[config.mk]
export PLATFORM = sky130hd
export DESIGN_NAME = gpio_link_rx_flat
export DESIGN_NICKNAME = d
export VERILOG_FILES = /design/src/rtl/gpio_link_rx_pkg.sv /design/src/rtl/gpio_link_rx_if.sv /design/src/rtl/gpio_link_rx_debounce.sv /design/src/rtl/gpio_link_rx.sv /design/src/flat_wrapper.sv
export SDC_FILE = /design/constraint.sdc
export NUM_CORES = 1
export LEC_CHECK = 0
export CAP_MARGIN = 20
export CORE_MARGIN = 2
export CORE_UTILIZATION = 54
export CTS_CLUSTER_DIAMETER = 80
export DETAILED_ROUTE_END_ITERATION = 10
export MAX_ROUTING_LAYER = met4
export PLACE_DENSITY_LB_ADDON = 0.25
export RECOVER_POWER = 100
export SLEW_MARGIN = 20
export SYNTH_ARGS = -nofsm -noshare
export SYNTH_HDL_FRONTEND = slang
export SYNTH_SLANG_ARGS = --single-unit
[constraint.sdc]
create_clock -name clk -period 1.8 [get_ports clk]
set_input_delay 0.45 -clock clk [delete_from_list [all_inputs] [get_ports clk]]
set_output_delay 0.45 -clock clk [all_outputs]
set_load 0.02 [all_outputs]
[src/rtl/gpio_link_rx_pkg.sv]
// Shared game-side types for the remote-player GPIO link.
// move_dir_t is also consumed by draw_player_ctl.
package gpio_link_rx_pkg;

  typedef enum logic [1:0] {
    MOVE_NONE  = 2'b00,
    MOVE_LEFT  = 2'b01,
    MOVE_RIGHT = 2'b10
  } move_dir_t;

  // Both buttons held cancel each other out, as does neither.
  function automatic move_dir_t dir_of(input logic left, input logic right);
    case ({left, right})
      2'b10:   return MOVE_LEFT;
      2'b01:   return MOVE_RIGHT;
      default: return MOVE_NONE;
    endcase
  endfunction

endpackage

[src/rtl/gpio_link_rx_if.sv]
// Pin-side and player-control-side signals of the GPIO link receiver.
// master: whoever drives the raw lines and v_tick; slave: the receiver.
interface gpio_link_rx_if;
  import gpio_link_rx_pkg::*;

  logic      v_tick;
  logic      gpio_left;
  logic      gpio_right;
  logic      left_lvl;
  logic      right_lvl;
  logic      left_press;
  logic      right_press;
  move_dir_t move_dir;
  logic      frame_stb;

  modport master (
    output v_tick, gpio_left, gpio_right,
    input  left_lvl, right_lvl, left_press, right_press, move_dir, frame_stb
  );

  modport slave (
    input  v_tick, gpio_left, gpio_right,
    output left_lvl, right_lvl, left_press, right_press, move_dir, frame_stb
  );

endinterface

[src/rtl/gpio_link_rx_debounce.sv]
// One GPIO line: 2-flop synchroniser followed by a debounce FSM.
// A new level is accepted only after DEBOUNCE_CYCLES consecutive
// synchronised samples agree; press pulses on accepted 0->1 only.
module gpio_debounce #(
  parameter int DEBOUNCE_CYCLES = 40000,
  parameter int CNT_W           = 16
) (
  input  logic clk,
  input  logic rst,
  input  logic pin,
  output logic lvl,
  output logic press
);

  typedef enum logic [1:0] {
    IDLE_LO = 2'b00,
    WAIT_HI = 2'b01,
    IDLE_HI = 2'b10,
    WAIT_LO = 2'b11
  } db_state_t;

  localparam logic [CNT_W-1:0] CNT_LAST = CNT_W'(DEBOUNCE_CYCLES - 1);
  localparam logic [CNT_W-1:0] CNT_ONE  = CNT_W'(1);
  localparam logic [CNT_W-1:0] CNT_MAX  = {CNT_W{1'b1}};

  logic             s1, s2;
  db_state_t        state, state_nxt;
  logic [CNT_W-1:0] cnt, cnt_nxt, cnt_inc;
  logic             press_nxt;

  // Bring the asynchronous pin into the clk domain.
  always_ff @(posedge clk or posedge rst) begin
    if (rst) begin
      s1 <= 1'b0;
      s2 <= 1'b0;
    end else begin
      s1 <= pin;
      s2 <= s1;
    end
  end

  // FSM state, stability counter and the registered press pulse.
  always_ff @(posedge clk or posedge rst) begin
    if (rst) begin
      state <= IDLE_LO;
      cnt   <= '0;
      press <= 1'b0;
    end else begin
      state <= state_nxt;
      cnt   <= cnt_nxt;
      press <= press_nxt;
    end
  end

  // Saturating increment; the counter never wraps back into range.
  assign cnt_inc = (cnt == CNT_MAX) ? cnt : cnt + CNT_ONE;

  // Next-state: any disagreeing sample aborts a wait and clears the count.
  always_comb begin
    state_nxt = state;
    cnt_nxt   = cnt;
    press_nxt = 1'b0;
    case (state)
      IDLE_LO: if (s2) begin
        state_nxt = WAIT_HI;
        cnt_nxt   = CNT_ONE;
      end
      WAIT_HI: begin
        if (!s2) begin
          state_nxt = IDLE_LO;
          cnt_nxt   = '0;
        end else if (cnt == CNT_LAST) begin
          state_nxt = IDLE_HI;
          cnt_nxt   = '0;
          press_nxt = 1'b1;
        end else begin
          cnt_nxt   = cnt_inc;
        end
      end
      IDLE_HI: if (!s2) begin
        state_nxt = WAIT_LO;
        cnt_nxt   = CNT_ONE;
      end
      WAIT_LO: begin
        if (s2) begin
          state_nxt = IDLE_HI;
          cnt_nxt   = '0;
        end else if (cnt == CNT_LAST) begin
          state_nxt = IDLE_LO;
          cnt_nxt   = '0;
        end else begin
          cnt_nxt   = cnt_inc;
        end
      end
      default: begin
        state_nxt = IDLE_LO;
        cnt_nxt   = '0;
      end
    endcase
  end

  // Level is high while settled high or while a release is still unproven.
  assign lvl = (state == IDLE_HI) || (state == WAIT_LO);

endmodule

[src/rtl/gpio_link_rx.sv]
// Receive-side conditioner for the remote player's two button lines.
// Debounces each line and latches one movement command per VGA frame.
module gpio_link_rx
  import gpio_link_rx_pkg::*;
#(
  parameter int DEBOUNCE_CYCLES = 40000,
  parameter int CNT_W           = 16
) (
  input  logic           clk,
  input  logic           rst,
  gpio_link_rx_if.slave  bus
);

  logic      left_lvl, right_lvl;
  logic      left_press, right_press;
  logic      v_s1, v_s2, v_prev;
  logic      frame_rise;
  move_dir_t move_dir;
  logic      frame_stb;

  gpio_debounce #(
    .DEBOUNCE_CYCLES (DEBOUNCE_CYCLES),
    .CNT_W           (CNT_W)
  ) u_left (
    .clk   (clk),
    .rst   (rst),
    .pin   (bus.gpio_left),
    .lvl   (left_lvl),
    .press (left_press)
  );

  gpio_debounce #(
    .DEBOUNCE_CYCLES (DEBOUNCE_CYCLES),
    .CNT_W           (CNT_W)
  ) u_right (
    .clk   (clk),
    .rst   (rst),
    .pin   (bus.gpio_right),
    .lvl   (right_lvl),
    .press (right_press)
  );

  // Synchronise vsync and keep its previous value for rising-edge detection.
  always_ff @(posedge clk or posedge rst) begin
    if (rst) begin
      v_s1   <= 1'b0;
      v_s2   <= 1'b0;
      v_prev <= 1'b0;
    end else begin
      v_s1   <= bus.v_tick;
      v_s2   <= v_s1;
      v_prev <= v_s2;
    end
  end

  assign frame_rise = v_s2 & ~v_prev;

  // Latch the command once per frame from the registered (pre-change) levels.
  always_ff @(posedge clk or posedge rst) begin
    if (rst) begin
      move_dir  <= MOVE_NONE;
      frame_stb <= 1'b0;
    end else begin
      frame_stb <= frame_rise;
      if (frame_rise) move_dir <= dir_of(left_lvl, right_lvl);
    end
  end

  assign bus.left_lvl    = left_lvl;
  assign bus.right_lvl   = right_lvl;
  assign bus.left_press  = left_press;
  assign bus.right_press = right_press;
  assign bus.move_dir    = move_dir;
  assign bus.frame_stb   = frame_stb;

endmodule

[src/flat_wrapper.sv]
// flat-port wrapper written by rule: the top's interface ports become plain ports
module gpio_link_rx_flat import gpio_link_rx_pkg::*;
#(
  parameter int DEBOUNCE_CYCLES = 40000,
  parameter int CNT_W           = 16
)
  (clk, rst, bus_v_tick, bus_gpio_left, bus_gpio_right, bus_left_lvl, bus_right_lvl, bus_left_press, bus_right_press, bus_move_dir, bus_frame_stb);
  gpio_link_rx_if bus_i ();
  input  logic clk;
  input  logic rst;
  input wire logic [$bits(bus_i.v_tick)-1:0] bus_v_tick;
  input wire logic [$bits(bus_i.gpio_left)-1:0] bus_gpio_left;
  input wire logic [$bits(bus_i.gpio_right)-1:0] bus_gpio_right;
  output wire logic [$bits(bus_i.left_lvl)-1:0] bus_left_lvl;
  output wire logic [$bits(bus_i.right_lvl)-1:0] bus_right_lvl;
  output wire logic [$bits(bus_i.left_press)-1:0] bus_left_press;
  output wire logic [$bits(bus_i.right_press)-1:0] bus_right_press;
  output wire logic [$bits(bus_i.move_dir)-1:0] bus_move_dir;
  output wire logic [$bits(bus_i.frame_stb)-1:0] bus_frame_stb;
  assign bus_i.v_tick = bus_v_tick;
  assign bus_i.gpio_left = bus_gpio_left;
  assign bus_i.gpio_right = bus_gpio_right;
  assign bus_left_lvl = bus_i.left_lvl;
  assign bus_right_lvl = bus_i.right_lvl;
  assign bus_left_press = bus_i.left_press;
  assign bus_right_press = bus_i.right_press;
  assign bus_move_dir = bus_i.move_dir;
  assign bus_frame_stb = bus_i.frame_stb;
  gpio_link_rx #(.DEBOUNCE_CYCLES(DEBOUNCE_CYCLES), .CNT_W(CNT_W)) u_core (.clk(clk), .rst(rst), .bus(bus_i));
endmodule
# Word-level counts from Yosys, hierarchy flattened
# Cells that the tools add are included.
[op_classes] n_addsub=2 n_eq_ne=20 mux=35 n_bitwise=2 n_reduce_logical=8
[ops] cell="$mux 16" n=12
[ops] cell="$pmux 16 s4" n=2
[ops] cell="$eq 16x16->1 const B" n=4
[ops] cell="$add 16x1->16 const B" n=2
[ops] cell="$mux 2" n=12
[ops] cell="$pmux 2 s4" n=2
[ops] cell="$ne 3x3->1 const B" n=4
[ops] cell="$eq 2x2->1 const B" n=5
[ops] cell="$ne 2x2->1 const B" n=4
[ops] cell="$reduce_and 4->1" n=2
[ops] cell="$eq 2x1->1 const B" n=3
[ops] cell="$mux 1" n=6
[ops] cell="$logic_not 2->1" n=2
[ops] cell="$pmux 2 s2" n=1
[ops] cell="$reduce_and 2->1" n=2
[ops] cell="$logic_or 1x1->1" n=2
[ops] cell="$and 1x1->1" n=1
[ops] cell="$not 1->1" n=1
[totals] regBits=48 in_bits=5 elab_cells=82

# Longest topological paths before layout
[depth] word_depth=5 ltp_mapped=7 mapped_depth_nobuf=6

# By module
# A second synthesis with hierarchy kept.
[unflattened] hier_cells=282 hier_area_um2=2675.1
[modules_own_cells] module="gpio_debounce" n_inst=2 cells_per_inst=135 area_per_inst_um2=1231.2 seq_area_each_um2=525.5
[modules_own_cells] module="gpio_link_rx" n_inst=1 cells_per_inst=12 area_per_inst_um2=212.7 seq_area_each_um2=150.1

# Worst setup path after synthesis
# OpenSTA, ideal clock, no wires.
[synth_path] path_kind="flip-flop to flip-flop" from="reg u_core.u_left.cnt[0]" to="reg u_core.u_left.cnt[1]" t_arrival_ps=1653 required_time_ps=1678 slack_ps=26 path_stages_with_launch=7 n_path_buf=1 cell_sequence="dfrtp_1 > ha_1 > nand3_1 > nor3_2 > nand2_1 > buf_2 > a32o_1"
[synth_via] elab_chain_cells=5 word_cells_on_any_way=8 cone_classes="1 x add/sub; 2 x eq/ne; 5 x mux"
[synth_lines] element="start: declaration" line_no="gpio_link_rx_debounce.sv:28" source="logic [CNT_W-1:0] cnt, cnt_nxt, cnt_inc;"
[synth_lines] element="start signal: assignment" line_no="gpio_link_rx_debounce.sv:50" source="cnt <= cnt_nxt;"
[synth_lines] element="$add 16x1->16 / $eq 16x16->1 (equally long branches)" line_no="gpio_link_rx_debounce.sv:56" source="assign cnt_inc = (cnt == CNT_MAX) ? cnt : cnt + CNT_ONE;"
[synth_lines] element="$mux 16" line_no="gpio_link_rx_debounce.sv:56"
[synth_lines] element="$mux 16 (*)" line_no="gpio_link_rx_debounce.sv:72, gpio_link_rx_debounce.sv:88"
[synth_lines] element="$mux 16 (on tied branches)" line_no="gpio_link_rx_debounce.sv:85, gpio_link_rx_debounce.sv:69"
[synth_lines] element="$pmux 16 s4 (*)" line_no="gpio_link_rx_debounce.sv:63" source="case (state)"
# Every way passes the cells marked *; elsewhere a longest branch is shown, timed or not.
# A chain may end at the register's enable or synchronous reset.

# Final worst setup path
[layout_path] from="reg u_core.u_right.cnt[0]" to="reg u_core.u_right.cnt[8]"
[layout_via] elab_chain_cells=5 word_cells_on_any_way=8 cone_classes="1 x add/sub; 2 x eq/ne; 5 x mux"
[layout_lines] element="start: declaration" line_no="gpio_link_rx_debounce.sv:28"
[layout_lines] element="start signal: assignment" line_no="gpio_link_rx_debounce.sv:50"
[layout_lines] element="$add 16x1->16 / $eq 16x16->1 (equally long branches)" line_no="gpio_link_rx_debounce.sv:56"
[layout_lines] element="$mux 16" line_no="gpio_link_rx_debounce.sv:56"
[layout_lines] element="$mux 16 (*)" line_no="gpio_link_rx_debounce.sv:72, gpio_link_rx_debounce.sv:88"
[layout_lines] element="$mux 16 (on tied branches)" line_no="gpio_link_rx_debounce.sv:85, gpio_link_rx_debounce.sv:69"
[layout_lines] element="$pmux 16 s4 (*)" line_no="gpio_link_rx_debounce.sv:63"
# Marked as above.

==> impl_metrics.tcl <==
set metrics [dict create \
    final_nets 323 \
    synth.area.top_cells "dfrtp_1 (47%), a21oi_1 (5.1%), o21ai_0 (4.5%)" \
    grt_overflow 0 \
    r2r-start "u_core.u_right.cnt[0]" \
    yosysTopAreaCell "dfrtp_1" \
    die_x_um 72.62 \
    reg2reg_depth 6 \
    path_buf_inv 0 \
    drt-initial-drc-count 214 \
    drive_gt1_frac 0.1830 \
    ys_seq_area_frac 0.4724 \
    status "finished, final reports clean" \
    die_y_um 72.62 \
    synth_edf_count 0 \
    synth-xor-area-share 0.01033 \
    r2r_slack_ns 0.04 \
    dp_cells 360 \
    critPathMaxFanout 10 \
    postLayoutCellArea_um2 3023 \
    critical-path-max-stage-delay_ns 0.53 \
    fin_cells 369 \
    drt_pass1_iterations 6 \
    crit_start "u_core.u_right.cnt[0]" \
    path_clk_slew_ns 0.09 \
    hold_path.class "reg -> reg" \
    rsz0062_at_grt "true" \
    cp-end-kind "flop" \
    grt_util_all_layers 0.2395 \
    cts_tree "yes" \
    critPathRequiredTime_ns 2.05 \
    drt-total-wl_um 5787 \
    fillers 361 \
    multiInputGateArea_um2 1279 \
    post-route-period-util 0.9785 \
    yosysWarningCount 0 \
    leakage_nw 1.323 \
    place_area_um2 2905 \
    via_count 2335 \
    arrival_ns 2.01 \
    diodes 0 \
    start_util 0.5721 \
    num_rows 24 \
    place_congestion 1.010 \
    async_flop_share 1.000 \
    synth_fa_ha_area_frac 0.009843 \
    synth-compound-area-share 0.2406 \
    syn_inst 279 \
    ioPinCount 12 \
    grt_pass1_vias 2078 \
    synth.top_cell.area_share 0.4724 \
    synth_most_common_cell "dfrtp_1" \
    worstMarginPinSlew_ns 0.5119 \
    synth_nets 286 \
    synthMuxAreaShare 0.008366 \
    postLayoutCoreUtil 0.6802 \
    htreeDepth 2 \
    ant_nets 0 \
    clkSinkCount 48 \
    grt_pass1_wl_um 9494 \
    crit_end "u_core.u_right.cnt[8]" \
    area_growth_pct 18.90 \
    reg2reg_to "u_core.u_right.cnt[8]" \
    cts_buffers 5 \
    fmax_ghz 0.5678 \
    dieArea_um2 5273 \
    drc 0 \
    ys_types 49 \
    cpMaxStageDelayCell "or4_1" \
    port_buffers 11 \
    synth_common_cells "dfrtp_1 (48), nand2_1 (29), a21oi_1 (26), o21ai_0 (23), nand3_1 (21)" \
    drv_slew 0 \
    avgSynthCellArea_um2 9.113 \
    seq_area_um2 1201 \
    ir_drop_uv 807.4 \
    synthSimpleGateAreaFrac 0.2195 \
    crit_chain "ha_1 > nand2_1 > nor2_2 > a31o_2 > or4_1 > nand3_1" \
    relSlewSlack 0.6551 \
    cts_root_buf "clkbuf_8" \
    whs_ns 0.3546 \
    netlist_area_um2 2542 \
    final_hold_viol_count 0 \
    synth_ff_type "dfrtp_1" \
    grt_antenna_before_repair 0 \
    clock_latency_ns 0.31 \
    finClkSkew_ns 0.006397 \
    grt_max_degree 38 \
    crit_cells 6 \
    power_density_nw_per_um2 1117 \
    crit_family "simple AND/OR/NAND/NOR gates" \
    cts.path.max_buffers 2 \
    ys_seq_elements 48 \
    core_area_um2 4444 \
    crit_type "reg -> reg" \
    dp_hpwl_um 4112 \
    finalSetupViolations 0 \
    synth_top_family_by_area "compound AO/OA/AOI/OAI gates" \
    avgRoutedWirePerCell_um 15.68 \
    startpoint_type "flop" \
    finalCriticalPeriod_ns 1.761 \
    post_drt_via_cell_ratio 6.328 \
    maxCapViolCount 0 \
]
==> layer usage <==
metal | vias to the layer above | track usage | wire length, um
met5 | - | - | 0
met4 | 0 | 0.09465 | 97
met3 | 10 | 0.04420 | 349
met2 | 79 | 0.3384 | 2573
met1 | 1124 | 0.3420 | 2767
li1 | 1122 | - | -
==> sequential cells by signal, summed over array words and instances (netlist names), named ones only <==
signal	cells
u_core.u_right.press	1
u_core.u_right.s1	1
u_core.u_left.s2	1
u_core.u_left.cnt	16
u_core.u_left.press	1
u_core.u_right.s2	1
u_core.v_s2	1
u_core.bus.frame_stb	1
u_core.u_right.state	1
u_core.v_prev	1
u_core.u_right.cnt	16
u_core.u_left.s1	1
u_core.v_s1	1
u_core.u_left.state	1
u_core.bus.move_dir	2
==> worst min path at each step <==
stage,from,endpoint,slack (ns),depth (start not counted)
2_1_floorplan,u_core.u_left.s1,u_core.u_left.s2,0.33,0
3_3_place_gp,u_core.u_right.s1,u_core.u_right.s2,0.33,0
6_report,u_core.u_right.s1,u_core.u_right.s2,0.35,0
3_5_place_dp,u_core.u_right.s1,u_core.u_right.s2,0.34,0
5_1_grt,u_core.u_left.s1,u_core.u_left.s2,0.37,0
4_1_cts,u_core.u_right.s1,u_core.u_right.s2,0.36,0
==> where the power goes <==
group | switching (mW) | internal, mW | total [mW]
combinational | 0.801 | 0.591 | 1.39
clock | 0.359 | 0.312 | 0.671
sequential | 0.106 | 1.21 | 1.31
total | 1.27 | 2.11 | 3.38
==> metrics by stage <==
stage | setup TNS, ns | total power, mW | setup WS, ns
after floorplan | 0 | 2.237 | 0.02553
after global placement | 0 | 2.693 | 0.03585
after detailed placement | -0.0008883 | 2.721 | -0.0008883
after CTS | 0 | 3.404 | 0.02284
after global routing | -0.2390 | 3.601 | -0.03078
final | 0 | 3.376 | 0.03870
==> area by class of cell <==
type	count	area share
multi-input combinational	209	0.4230
inverter	7	0.008692
sequential	48	0.3974
clock buffer	7	0.02856
tap	52	0.02152
clock inverter	1	0.002483
timing repair buffer	45	0.1184
==> kinds of logic after synthesis <==
logic type	count (synthesis)
flops	48
xor+xnor	3
simple gates	106
buf+inv	22
mux	2
compound gates	96
fa+ha+maj	2
==> timing repair <==
item	in CTS	in global routing
setup endpoints to repair	4	29
buffers inserted	1	0
pin swaps	0	6
hold buffers	0	0
gates resized for setup	3	13
hold endpoints to repair	0	0
==> cell usage in the layout (no fill, tap or decap), types with 4 or more instances in the layout <==
| master | count |
|---|---|
| dfrtp_1 | 48 |
| nand2_1 | 28 |
| a21oi_1 | 26 |
| buf_4 | 25 |
| o21ai_0 | 21 |
| nand3_1 | 20 |
| nor2_1 | 15 |
| a31oi_1 | 14 |
| inv_1 | 7 |
| and3_1 | 7 |
| a21o_1 | 6 |
| clkbuf_8 | 6 |
| dlygate4sd3_1 | 6 |
| nand2b_1 | 5 |
| nand4_1 | 4 |
| a41oi_1 | 4 |
Power figures use the tool's default switching activity.
